--- src/rtl/a2d_pkg.sv ---
// Shared types and constants for the ADC128S sweep scheduler: channel codes,
// the per-sweep channel sequence, FSM state encoding and SPI command packing.
package a2d_pkg;

  typedef logic [2:0] chan_t;

  localparam chan_t CH_LFT   = 3'd0;
  localparam chan_t CH_RGHT  = 3'd4;
  localparam chan_t CH_STEER = 3'd5;
  localparam chan_t CH_BATT  = 3'd6;

  localparam int NUM_SLOTS = 5;

  // The trailing CH_LFT is a dummy select that flushes the batt result back.
  localparam chan_t SEQ [NUM_SLOTS] = '{CH_LFT, CH_RGHT, CH_STEER, CH_BATT, CH_LFT};

  typedef enum logic [1:0] {
    IDLE,
    LAUNCH,
    WAIT,
    GAP
  } state_t;

  function automatic logic [15:0] mk_cmd(input chan_t c);
    return {2'b00, c, 11'h000};
  endfunction

endpackage

--- src/rtl/a2d_sweep_sched.sv ---
// Round-robin ADC128S sweep sequencer driving the shared SPI master.
// Optional abort-on-stall watchdog enabled with `define A2D_SCHED_TIMEOUT_EN.
module a2d_sweep_sched
  import a2d_pkg::*;
#(
  parameter int GAP_CYC     = 2,
  parameter int TIMEOUT_CYC = 4096
) (
  input  logic        clk,
  input  logic        rst,
  input  logic        nxt,
  output logic        wrt,
  output logic [15:0] cmd,
  input  logic        done,
  input  logic [15:0] resp,
  output logic [11:0] lft_ld,
  output logic [11:0] rght_ld,
  output logic [11:0] steer_pot,
  output logic [11:0] batt,
  output logic        sweep_vld,
  output logic        busy,
  output logic        timeout_err
);

  state_t      state, state_d;
  logic [2:0]  slot;
  logic        pending;
  logic [15:0] cnt;

  logic load_gap;
  logic load_wait;
  logic latch_en;
  logic last_done;
  logic abort;

  // The ADC only returns 12 significant bits; the upper nibble is always zero.
  logic resp_unused;
  assign resp_unused = ^resp[15:12];

  assign wrt  = (state == LAUNCH);
  assign busy = (state != IDLE);

  always_comb begin
    state_d   = state;
    load_gap  = 1'b0;
    load_wait = 1'b0;
    latch_en  = 1'b0;
    last_done = 1'b0;
    abort     = 1'b0;
    case (state)
      IDLE: begin
        if (nxt || pending) state_d = LAUNCH;
      end
      LAUNCH: begin
        state_d = WAIT;
`ifdef A2D_SCHED_TIMEOUT_EN
        load_wait = 1'b1;
`endif
      end
      WAIT: begin
        if (done) begin
          latch_en = (slot != 3'd0);
          if (slot == 3'd4) begin
            state_d   = IDLE;
            last_done = 1'b1;
          end else begin
            state_d  = GAP;
            load_gap = 1'b1;
          end
        end
`ifdef A2D_SCHED_TIMEOUT_EN
        else if (cnt == 16'd0) begin
          state_d = IDLE;
          abort   = 1'b1;
        end
`endif
      end
      GAP: begin
        if (cnt == 16'd0) state_d = LAUNCH;
      end
      default: state_d = IDLE;
    endcase
  end

  // Control registers: state, slot, request latch and the shared gap/watchdog counter
  always_ff @(posedge clk or posedge rst) begin
    if (rst) begin
      state     <= IDLE;
      slot      <= 3'd0;
      pending   <= 1'b0;
      cnt       <= 16'd0;
      cmd       <= 16'h0000;
      sweep_vld <= 1'b0;
    end else begin
      state     <= state_d;
      sweep_vld <= last_done;

      if (state == IDLE || abort) pending <= 1'b0;
      else if (nxt)               pending <= 1'b1;

      if (state == IDLE || abort || last_done) slot <= 3'd0;
      else if (load_gap)                       slot <= slot + 3'd1;

      if (load_gap)         cnt <= 16'(GAP_CYC - 1);
      else if (load_wait)   cnt <= 16'(TIMEOUT_CYC - 1);
      else if (cnt != 16'd0) cnt <= cnt - 16'd1;

      // Slot is already advanced (or zeroed in IDLE) when LAUNCH is entered.
      if (state_d == LAUNCH) cmd <= mk_cmd(SEQ[slot]);
    end
  end

  // Result registers: resp belongs to the channel selected one transaction earlier
  always_ff @(posedge clk or posedge rst) begin
    if (rst) begin
      lft_ld    <= 12'h000;
      rght_ld   <= 12'h000;
      steer_pot <= 12'h000;
      batt      <= 12'h000;
    end else if (latch_en) begin
      case (slot)
        3'd1:    lft_ld    <= resp[11:0];
        3'd2:    rght_ld   <= resp[11:0];
        3'd3:    steer_pot <= resp[11:0];
        3'd4:    batt      <= resp[11:0];
        default: ;
      endcase
    end
  end

`ifdef A2D_SCHED_TIMEOUT_EN
  always_ff @(posedge clk or posedge rst) begin
    if (rst)        timeout_err <= 1'b0;
    else if (abort) timeout_err <= 1'b1;
  end
`else
  assign timeout_err = 1'b0;
`endif

endmodule
--- config.mk ---
export PLATFORM = sky130hd
export DESIGN_NAME = a2d_sweep_sched
export DESIGN_NICKNAME = d
export VERILOG_FILES = /design/src/rtl/a2d_pkg.sv /design/src/rtl/a2d_sweep_sched.sv
export SDC_FILE = /design/constraint.sdc
export NUM_CORES = 1
export LEC_CHECK = 0
export CAP_MARGIN = 20
export CORE_UTILIZATION = 52
export DETAILED_ROUTE_END_ITERATION = 16
export PLACE_DENSITY = 0.91
export SLEW_MARGIN = 10
export SYNTH_ARGS = -nofsm -noshare
export SYNTH_HDL_FRONTEND = slang
export SYNTH_SLANG_ARGS = --single-unit
--- constraint.sdc ---
create_clock -name clk -period 4.4 [get_ports clk]
set_input_delay 0.44 -clock clk [delete_from_list [all_inputs] [get_ports clk]]
set_output_delay 0.44 -clock clk [all_outputs]
set_load 0.1 [all_outputs]
==> metrics.csv <==
stage;metric;value;unit
floorplanning;row count;28;
run;Max Cap Violations;0;
critical_path;WS Path Type;register to primary output;
drt;detailed-route via count;2485;
floorplanning;Die ar.;0.00680;mm2
global_route;vias in the first global route;2502;
sta;unrepaired setup endpoints after global routing;no;
global_route;largest net degree at the start of global routing;49;
status;status;complete, no violations;
clock_network;Root Driver;clkbuf_8;
clock_network;TritonCTS clock tree;built;
layout;Final Util;0.712;
global_route;total global routing overflow;0;
global_route;first-pass GRT wire length;12100;um
floorplanning;io pins;88;
clock_network;clk_lat worst skew;350;ps
clock_network;# clock sinks;74;
placed_design;Buffers on Ports;69;
critical_path;endpoint arrival time on the critical path;2290;ps
sta;max-slew violations;0;
clock_network;CTS max path bufs;2;
synth;post-synthesis cell area;0.00336;mm2
layout;most common cell after layout, fill and taps aside;dfrtp_1;
critical_path;Worst path slowest cell;clkdlybuf4s50_1;
sta;Setup TNS;0;ps
critical_path;Required @ worst endpoint;3960;ps
sta;Final Critical Period;2730;ps
sta;period utilization;0.620;
floorplanning;Die Wd;82.4;um
critical_path;Critical Path Source Type;register;
synth;ys async rst share;1.00;
sta;Slew headroom;0.321;
sta;setup violators final;0;
clock_network;clock slew at reported path FFs;80;ps
drt;Detailed Routing Iterations Pass 1;4;
synth;Distinct cells, synth;45;
layout;share of cells above drive strength 1;0.218;
layout;antenna fix cells;0;
clock_network;H-tree depth;3;
placed_design;HPWL Detailed;5150;um
synth;leading register cell type out of synthesis;dfrtp_1;
layout;Layout area overhead;28.9;%
placed_design;placed cell area;0.00408;mm2
layout;nets;379;
synth;post-synthesis cell count;278;
sta;Final Skew;8.35;ps
power_and_ir_drop;pwr/cell area;553;mW/mm2
layout;fillers;401;
synth;EDFF count, synth;0;
drt;WL/cell;17.6;um
drt;DRC Markers;0;
critical_path;Worst Path Max Fanout;12;
power_and_ir_drop;Peak VDD IR;0.408;mV
critical_path;Crit. End Element;primary output;
placed_design;gpl congestion;0.892;
drt;antenna viol nets, final;0;
layout;commonest cells after routing, fill and taps aside;74 x dfrtp_1, 69 x clkdlybuf4s50_1, 49 x mux2_2;
synth;Yosys top cell by area;dfrtp_1;
clock_network;Post-CTS Hold Fix Bufs;0;
synth;sequential share of the synthesized area;0.550;
floorplanning;core area;0.00610;mm2
synth;synthesized flop and latch total;74;
sta;Final Hold Vio Count;0;
worst_hold_path;worst min-delay path category;input pin to asynchronous set/reset pin;
synth;Area contributors post-synth;dfrtp_1 55%, mux2_2 16%, buf_4 3.1%;
synth;Yosys top cell area share;0.550;
power_and_ir_drop;Leak;2.01;nW
clock_network;TritonCTS Buffers;9;
floorplanning;chip height;82.4;um
drt;drt via density;5.75;
clock_network;post-CTS sizing;0;
synth;Avg Inst Size Synth;12.1;um2
sta;Fmax;0.366;GHz
clock_network;setup bufs post-CTS;0;
drt;final WL;7590;um
floorplanning;Initial Util;0.552;
global_route;GR Util All Layers;0.245;
sta;Worst-Margin Slew;1020;ps
drt;Starting DRT DRC Count;179;
critical_path;biggest cell delay along the critical path;1150;ps
global_route;initial antenna violation count;0;
critical_path;worst-path cell chain;nor2_1 > inv_1 > clkdlybuf4s50_1;
synth;YS warnings;0;
layout;final instance area;0.00434;mm2
## critical path: cells and delay by family (launching register included)
family | cells | cell delay [ps]
DFF | 1 | 540
and+or+nand+nor | 1 | 120
buffers and inverters | 2 | 1280
## layer usage
| metal | part of all wire | track usage |
|---|---|---|
| met5 | 0 | 0 |
| met4 | 0.019 | 0.0895 |
| met3 | 0.061 | 0.0736 |
| met2 | 0.53 | 0.417 |
| met1 | 0.39 | 0.293 |
## sequential cells by signal (all words and copies together), names as in the netlist
| register | flops |
|---|---|
| lft_ld | 12 |
| cmd | 3 |
| state | 2 |
| batt | 12 |
| steer_pot | 12 |
| sweep_vld | 1 |
| slot | 3 |
| rght_ld | 12 |
| pending | 1 |
| cnt | 16 |
## cell families after synthesis
group | synth area share
buf+inv | 0.0513
flops | 0.550
compound gates | 0.0800
mux | 0.170
other cells | 0.00111
simple gates | 0.121
fa+ha+maj | 0.0260
## cells in the mapped netlist, types with 2 or more instances
master,instances
a211oi_1,2
a21oi_1,14
a31oi_1,2
buf_1,3
buf_4,14
clkbuf_1,6
dfrtp_1,74
ha_1,7
inv_1,9
mux2_2,49
mux2i_1,2
nand2_1,12
nand2b_1,2
nand3_1,8
nand3b_1,3
nand4_1,2
nor2_1,14
nor3_1,2
nor4_1,4
o211ai_1,2
o21ai_0,14
o31ai_1,2
or3_1,4
or4_1,5
or4_4,2
## power breakdown
| part | total [W] | switching [W] | internal (W) |
|---|---|---|---|
| sequential | 0.000952 | 0.000151 | 0.000800 |
| combinational | 0.000848 | 0.000579 | 0.000269 |
| clock | 0.000599 | 0.000248 | 0.000351 |
| total | 0.00240 | 0.000979 | 0.00142 |
## area by class of cell
cell class	instances	area (um2)	area share
repair buffers	73	741	0.171
clock inverters	4	73.8	0.0170
inverters	9	33.8	0.00779
clock buffers	12	155	0.0358
well taps	75	93.8	0.0216
multi-input cells	185	1390	0.320
flip-flops and latches	74	1850	0.427
## stage by stage
step / instances / power [W] / hold slack, ps / worst slack [ps]
finish: 432 / 0.00240 / 441 / 1670
global route: 432 / 0.00251 / 501 / 1580
CTS: 431 / 0.00240 / 509 / 1660
detailed placement: 415 / 0.00179 / 492 / 1900
global placement: 415 / 0.00175 / 488 / 1960
floorplan: 291 / 0.00159 / 490 / 1990
## final timing paths
path | cells after the start | to | startpoint | slack [ps]
setup / recovery | 3 | busy | state[0]$_DFF_PP0_ | 1670
setup reg to reg | 6 | cmd[13]$_DFFE_PP0N_ | cnt[0]$_DFFE_PP0P_ | 1780
min in group clk | 1 | rght_ld[11]$_DFFE_PP0P_ | rght_ld[11]$_DFFE_PP0P_ | 510
max in group asynchronous | 4 | pending$_DFFE_PP0P_ | rst | 3040
hold reg to reg | 1 | rght_ld[11]$_DFFE_PP0P_ | rght_ld[11]$_DFFE_PP0P_ | 510
hold / removal | 2 | lft_ld[0]$_DFFE_PP0P_ | rst | 440
(Power assumes the default switching activity.)
